--- src/rtl/wb_regfile.sv ---
// Writeback stage: selects the final result of the instruction in W, commits it
// to the 32-entry integer register file and serves the two decode-stage read
// ports with same-cycle write-through bypass. Also keeps the cycle and
// retired-instruction counters used for performance monitoring.
module wb_regfile #(
    parameter int DATA_WIDTH  = 32,
    parameter int ADDR_WIDTH  = 5,
    parameter int COUNT_WIDTH = 64
) (
    input  logic                   clk,
    input  logic                   reset,
    input  logic                   RegWriteW,
    input  logic [1:0]             ResultSrcW,
    input  logic                   ValidW,
    input  logic [ADDR_WIDTH-1:0]  RdW,
    input  logic [DATA_WIDTH-1:0]  ALUResultW,
    input  logic [DATA_WIDTH-1:0]  ReadDataW,
    input  logic [DATA_WIDTH-1:0]  PCPlus4W,
    input  logic [DATA_WIDTH-1:0]  ImmExtW,
    input  logic [ADDR_WIDTH-1:0]  Rs1D,
    input  logic [ADDR_WIDTH-1:0]  Rs2D,
    output logic [DATA_WIDTH-1:0]  ResultW,
    output logic [DATA_WIDTH-1:0]  RD1D,
    output logic [DATA_WIDTH-1:0]  RD2D,
    output logic [COUNT_WIDTH-1:0] CycleCnt,
    output logic [COUNT_WIDTH-1:0] InstretCnt
);

    localparam int DEPTH = 2 ** ADDR_WIDTH;
    localparam logic [COUNT_WIDTH-1:0] CNT_ONE = {{(COUNT_WIDTH-1){1'b0}}, 1'b1};

    // Entry 0 is cleared by reset and never written, so it always holds zero;
    // the read ports still special-case index 0 so x0 never bypasses.
    logic [DATA_WIDTH-1:0]  regs_q [DEPTH];
    logic [COUNT_WIDTH-1:0] cycle_q, cycle_d;
    logic [COUNT_WIDTH-1:0] instret_q, instret_d;
    logic                   we;

    // Final writeback value; independent of RegWriteW so forwarding can use it.
    always_comb begin
        ResultW = ALUResultW;
        unique case (ResultSrcW)
            2'b00: ResultW = ALUResultW;
            2'b01: ResultW = ReadDataW;
            2'b10: ResultW = PCPlus4W;
            2'b11: ResultW = ImmExtW;
        endcase
    end

    // Commit only real, enabled instructions to a non-zero destination while out of reset.
    assign we = reset && RegWriteW && ValidW && (RdW != '0);

    // Register array: cleared on reset (dropping any concurrent write), else commit.
    always_ff @(posedge clk) begin
        if (!reset) begin
            for (int i = 0; i < DEPTH; i++) begin
                regs_q[i] <= '0;
            end
        end else if (we) begin
            regs_q[RdW] <= ResultW;
        end
    end

    // Counter next-state: every cycle counts, only valid W-stage slots retire.
    always_comb begin
        cycle_d   = cycle_q + CNT_ONE;
        instret_d = instret_q;
        if (ValidW) begin
            instret_d = instret_q + CNT_ONE;
        end
    end

    // Counter registers; wrap naturally at the counter width.
    always_ff @(posedge clk) begin
        if (!reset) begin
            cycle_q   <= '0;
            instret_q <= '0;
        end else begin
            cycle_q   <= cycle_d;
            instret_q <= instret_d;
        end
    end

    assign CycleCnt   = cycle_q;
    assign InstretCnt = instret_q;

    // Two identical read ports: zero for x0 or during reset, bypass on a
    // matching commit in this cycle, otherwise the stored value.
    logic [ADDR_WIDTH-1:0] rd_idx  [2];
    logic [DATA_WIDTH-1:0] rd_data [2];

    assign rd_idx[0] = Rs1D;
    assign rd_idx[1] = Rs2D;

    generate
        for (genvar gi = 0; gi < 2; gi++) begin : g_read_port
            // Read mux with write-through bypass for port gi.
            always_comb begin
                rd_data[gi] = regs_q[rd_idx[gi]];
                if (!reset || (rd_idx[gi] == '0)) begin
                    rd_data[gi] = '0;
                end else if (we && (RdW == rd_idx[gi])) begin
                    rd_data[gi] = ResultW;
                end
            end
        end
    endgenerate

    assign RD1D = rd_data[0];
    assign RD2D = rd_data[1];

endmodule

--- config.mk ---
export PLATFORM = sky130hd
export DESIGN_NAME = wb_regfile
export DESIGN_NICKNAME = d
export VERILOG_FILES = /design/src/rtl/wb_regfile.sv
export SDC_FILE = /design/constraint.sdc
export NUM_CORES = 2
export LEC_CHECK = 0
export CELL_PAD_IN_SITES_DETAIL_PLACEMENT = 0
export CELL_PAD_IN_SITES_GLOBAL_PLACEMENT = 2
export CORE_AREA = 2 2 404 406
export CTS_CLUSTER_SIZE = 8
export DETAILED_ROUTE_END_ITERATION = 10
export DIE_AREA = 0 0 406 408
export HOLD_SLACK_MARGIN = 0.03
export PLACE_DENSITY_LB_ADDON = 0.12
export SYNTH_ARGS = -nofsm -noshare
export SYNTH_HDL_FRONTEND = slang
export SYNTH_SLANG_ARGS = --single-unit
--- constraint.sdc ---
create_clock -name clk -period 3.5 [get_ports clk]
set_clock_uncertainty 0.05 [all_clocks]
set_input_delay 0.7 -clock clk [delete_from_list [all_inputs] [get_ports clk]]
set_output_delay 0.7 -clock clk [all_outputs]
set_load 0.02 [all_outputs]
# After elaboration in Yosys (flattened, before gate mapping)
# Memory sizes are Yosys's and may differ from the RTL's.
# Cells that the tools add are included.
totals:
  out_inout_bits: 224
  mem_bits_rw: 1024
  register_bits: 128
  input_bits: 149
  memories: 1
mem_list:
  columns: ["name", "depth", "word_bits", "read_ports", "rd_clocked_by_memory_dff", "wr", "line_no", "text"]
  rows:
  - ["regs_q", 32, 32, 2, 0, 32, "34", "logic [DATA_WIDTH-1:0] regs_q [DEPTH];"]
classes:
  n_reduce_logical: 13
  eq_ne: 5
  mux: 12
  n_addsub: 2
op_table:
  columns: ["op", "count"]
  rows:
  - ["$mux W32", 5]
  - ["$add A64 B1 Y64 const B", 2]
  - ["$pmux W32 S4", 1]
  - ["$reduce_or A32 Y1", 1]
  - ["$eq A5 B5 Y1", 2]
  - ["$logic_not A5 Y1", 2]
  - ["$logic_and A1 B1 Y1", 5]
  - ["$mux W1", 5]
  - ["$mux W5", 1]
  - ["$reduce_bool A5 Y1", 1]
  - ["$eq A2 B2 Y1 const B", 2]
  - ["$eq A2 B1 Y1 const B", 1]
  - ["$logic_not A2 Y1", 1]
  - ["$logic_or A1 B1 Y1", 2]
  - ["$logic_not A1 Y1", 1]

# Longest topological paths before layout
logic_depth:
  depth_word: 8
  mapped_depth: 9
  ltp_nobuf: 6

# Least setup slack after synthesis
# Ideal clock, no wire load.
synth_timing:
  path_kind: "input to output"
  start: "in Rs1D[0]"
  end: "out RD1D[11]"
  n_path_buf: 3
  required_time_ns: 2.750
  stages: 7
  t_arrival_ns: 2.795
  slack_ns: -0.045
  path_cell_list: "buf_2 -> clkbuf_1 -> buf_1 -> mux4_2 -> a22o_1 -> o2111ai_1 -> o211ai_1"
synth_between:
  elab_chain_cells: 4
  word_cells_on_any_way: 7
  cone_classes: "eq/ne (1); mux (2); reduce/logical (3); memory (1)"
synth_rtl:
  columns: ["item", "line_no", "text"]
  rows:
  - ["from (decl)", "20", "input logic [ADDR_WIDTH-1:0] Rs1D,"]
  - ["branches (longest 3 deep; another with $mem_v2 Z32 W32)", null, null]
  - ["$mux W32 *", "100", "if (!reset || (rd_idx[gi] == '0)) begin"]
  - ["to (decl)", "23", "output logic [DATA_WIDTH-1:0] RD1D,"]
# Mark *: on every way between the ends.

# Final worst setup path
layout_timing:
  start: "in Rs1D[1]"
  end: "out RD1D[10]"
# Same word-level chain as after synthesis.

==> results.cfg <==
[placed_design]
port_buffers = 372
dp.cells = 7810
hpwl_um = 171700
gp_routability_congestion = 0.8750

[global_routing]
grt_usage_pct = 30.55
overflow = 0
use_met2_pct = 49.12
antenna_found_initial = 2
grt_pass1_wl_um = 361100
grt_busiest_layer = met2
use_met1_pct = 40.16
grt_start_max_net_pins = 75
met3_usage_pct = 5.017
grt_pass1_vias = 49300

[worst_setup_path]
critPathRequiredTime_ps = 2750
start_kind = input pin
cp_max_fo = 25
cp.arrival_ps = 2950
end_kind = primary output
crit_type = input pin to primary output

[power_and_ir_drop]
p_seq_share_pct = 43.0
p_comb_share_pct = 17.4
power_switching_mw = 10.18
total_power_mw = 37.18
ir_drop_v = 0.0004709
p_int_mw = 27.00
swShare_pct = 27.38
powerDensity_mw_per_mm2 = 451.7
p_clk_share_pct = 39.7
leakagePower_nw = 30.77

[yosys]
synthXorXnorAreaFrac_pct = 0.8786
synth-seq-area-share_pct = 54.78
syn_area_mm2 = 0.06081
synthSimpleGateAreaFrac_pct = 10.70
yosysUniqueCellTypes = 46
synth_compound_area_share_pct = 10.45
synth_top_area_share_pct = 50.57
synthTopCellsByCount = nor2_1, edfxtp_1, mux2i_1
synthFlopType = edfxtp_1
yosys_register_bits = 1152
synth_cells = 4988
synth_edf_count = 1024
synth_top_family_by_area = multiplexers
synthAdderAreaFrac_pct = 0.04115
ys_warn_count = 0
synth-async-reset-ratio_pct = 0
synth_area_per_cell_um2 = 12.19
synthMuxAreaShare_pct = 19.33
yosysMostFrequentCell = nor2_1
ys_top_cells_by_area = edfxtp_1, mux4_2, mux2i_1
yosys.area.top_type = edfxtp_1

[drt]
wire_per_inst_um = 31.71
ant_nets = 0
drt_wl_total_um = 259300
route.detailed.drc = 0
drt_iter0_markers = 5607
firstDrtPassIters = 6
avgViaCountPerCell = 6.046
vias = 49450

[timing]
fmax_mhz = 270.1
setup_viol = 38
slew_violations = 0
hold_viol_final = 0
tightest_slew_ps = 1052
rsz0062_at_grt = yes
finalWorstSetupSlack_ps = -201.7
slew_headroom_pct = 29.86
fin_crit_sh_pct = 105.8
post-route-min-period_ps = 3702

[cts]
clock-sinks = 1152
htree_levels = 4
numCtsBuffers = 164
clockBufferDepth = 3
cts_hold_buffers = 0
clk_latency_ps = 790
root_buffer = clkbuf_16
path_clk_slew_ps = 50
cts_tree = done

[floorplanning]
dieArea_mm2 = 0.1656
io_pins = 373
die_h_um = 408
start_util_pct = 37.61
core-area_mm2 = 0.1617
die_w_um = 406
rows = 148

[status]
violations = setup timing
status = complete, but fails checks

[hold_path]
hold_class = flip-flop to flip-flop

[flow_run]
cap_violations = 0

[final_layout]
synthToLayoutAreaGrowth_pct = 35.38
stdcell_count = 8179
fillers = 14150
final_nets = 6101
layout-drive-gt1-share_pct = 31.19
==> cells by family after synthesis <==
| logic type | count (synthesis) |
|---|---|
| DFF | 1152 |
| adders and majority gates | 2 |
| AOI/OAI and AO/OA | 825 |
| and+or+nand+nor | 1557 |
| muxes | 780 |
| buffers and inverters | 610 |
| xor gates and xnor gates | 61 |
| other | 1 |
==> what timing repair did <==
item / 4_1_cts / 5_1_grt
setup buffers: 96 / 44
cloned: 26 / 12
resized for setup: 471 / 174
pin swaps: 98 / 104
endpoints found under the setup margin: 64 / 61
==> per-stage QoR <==
step | hold WS (ps) | util (%) | setup WS, ps | instance area, um2 | setup TNS [ps]
floorplan | 479.4 | - | 28.00 | 60940 | 0
CTS | 430.1 | 50.19 | -165.9 | 81130 | -2840
finish | 425.0 | 50.92 | -201.7 | 82320 | -3122
global placement | 411.7 | 45.41 | -875.9 | 73410 | -36490
detailed placement | 421.2 | 45.41 | -917.3 | 73410 | -38850
global route | 462.2 | 50.92 | -227.5 | 82320 | -4262
==> path summary, 6_finish.rpt <==
| kind | slack (ps) | end | cells after the start | from |
|---|---|---|---|---|
| worst min register to register | 430 | CycleCnt[63] | 2 | CycleCnt[63] |
| worst min-delay path | 430 | CycleCnt[63] | 2 | CycleCnt[63] |
| worst max-delay path | -200 | RD1D[10] | 9 | Rs1D[1] |
| worst max register to register | 700 | CycleCnt[63] | 5 | CycleCnt[21] |
==> sequential cells by signal, indices dropped and copies added (netlist names) <==
name        flops
regs_q       1024
CycleCnt       64
InstretCnt     64
==> cells in the final DEF (no fill, tap or decap), types with 29 or more instances in the layout <==
cell and instances:
conb_1 32, mux4_2 312, o21ai_0 45, inv_1 102, nand2_2 69, o2111ai_1 54, o2111ai_2 45, o31ai_1 49
xor2_1 38, a221o_1 54, nor2_1 1054, nand4_1 43, o21ba_2 70, a21oi_1 109, clkbuf_16 177, clkbuf_1 36
a22o_1 61, mux2_2 32, o2111ai_4 29, clkdlybuf4s50_1 288, dfxtp_1 128, o21ai_4 30, nand2_1 184, nand3_1 50
buf_6 53, or4_1 51, buf_4 658, a221oi_1 95, edfxtp_1 1024, o211ai_1 64, buf_16 37, buf_12 165
a221oi_2 47, mux2i_1 420
==> power groups by stage <==
stage	sequential (mW)	combinational, mW	clock, mW
3_5_place_dp	16.2	5.75	0
5_1_grt	16.0	6.67	15.4
2_1_floorplan	16.1	2.74	0
3_3_place_gp	16.2	5.75	0
4_1_cts	16.0	6.22	15.0
6_report	16.0	6.46	14.7
==> critical path: stages <==
cell and delay (ps):
clkbuf_8 170, buf_8 250, buf_12 260, mux4_2 360, a22o_1 270, o2111ai_2 230, o211ai_1 300, buf_4 250
buf_6 120
==> area by class of cell <==
class / instances / area (um2) / area share (%)
Sequential cell: 1152 / 33310 / 40.47
Multi-Input combinational cell: 3257 / 27410 / 33.30
Timing Repair Buffer: 1265 / 13860 / 16.84
Clock buffer: 200 / 4239 / 5.149
Tap cell: 2175 / 2721 / 3.306
Inverter: 110 / 430.4 / 0.5228
Clock inverter: 18 / 342.8 / 0.4164
Antenna cell: 2 / 5.005 / 0.006079
==> metal layers <==
metal | vias up | wire length, um
li1 | 21010 | -
met1 | 25450 | 103600
met4 | 0 | 13920
met2 | 2481 | 121500
met3 | 512 | 20340
met5 | - | 0
Power figures use the tool's default switching activity.
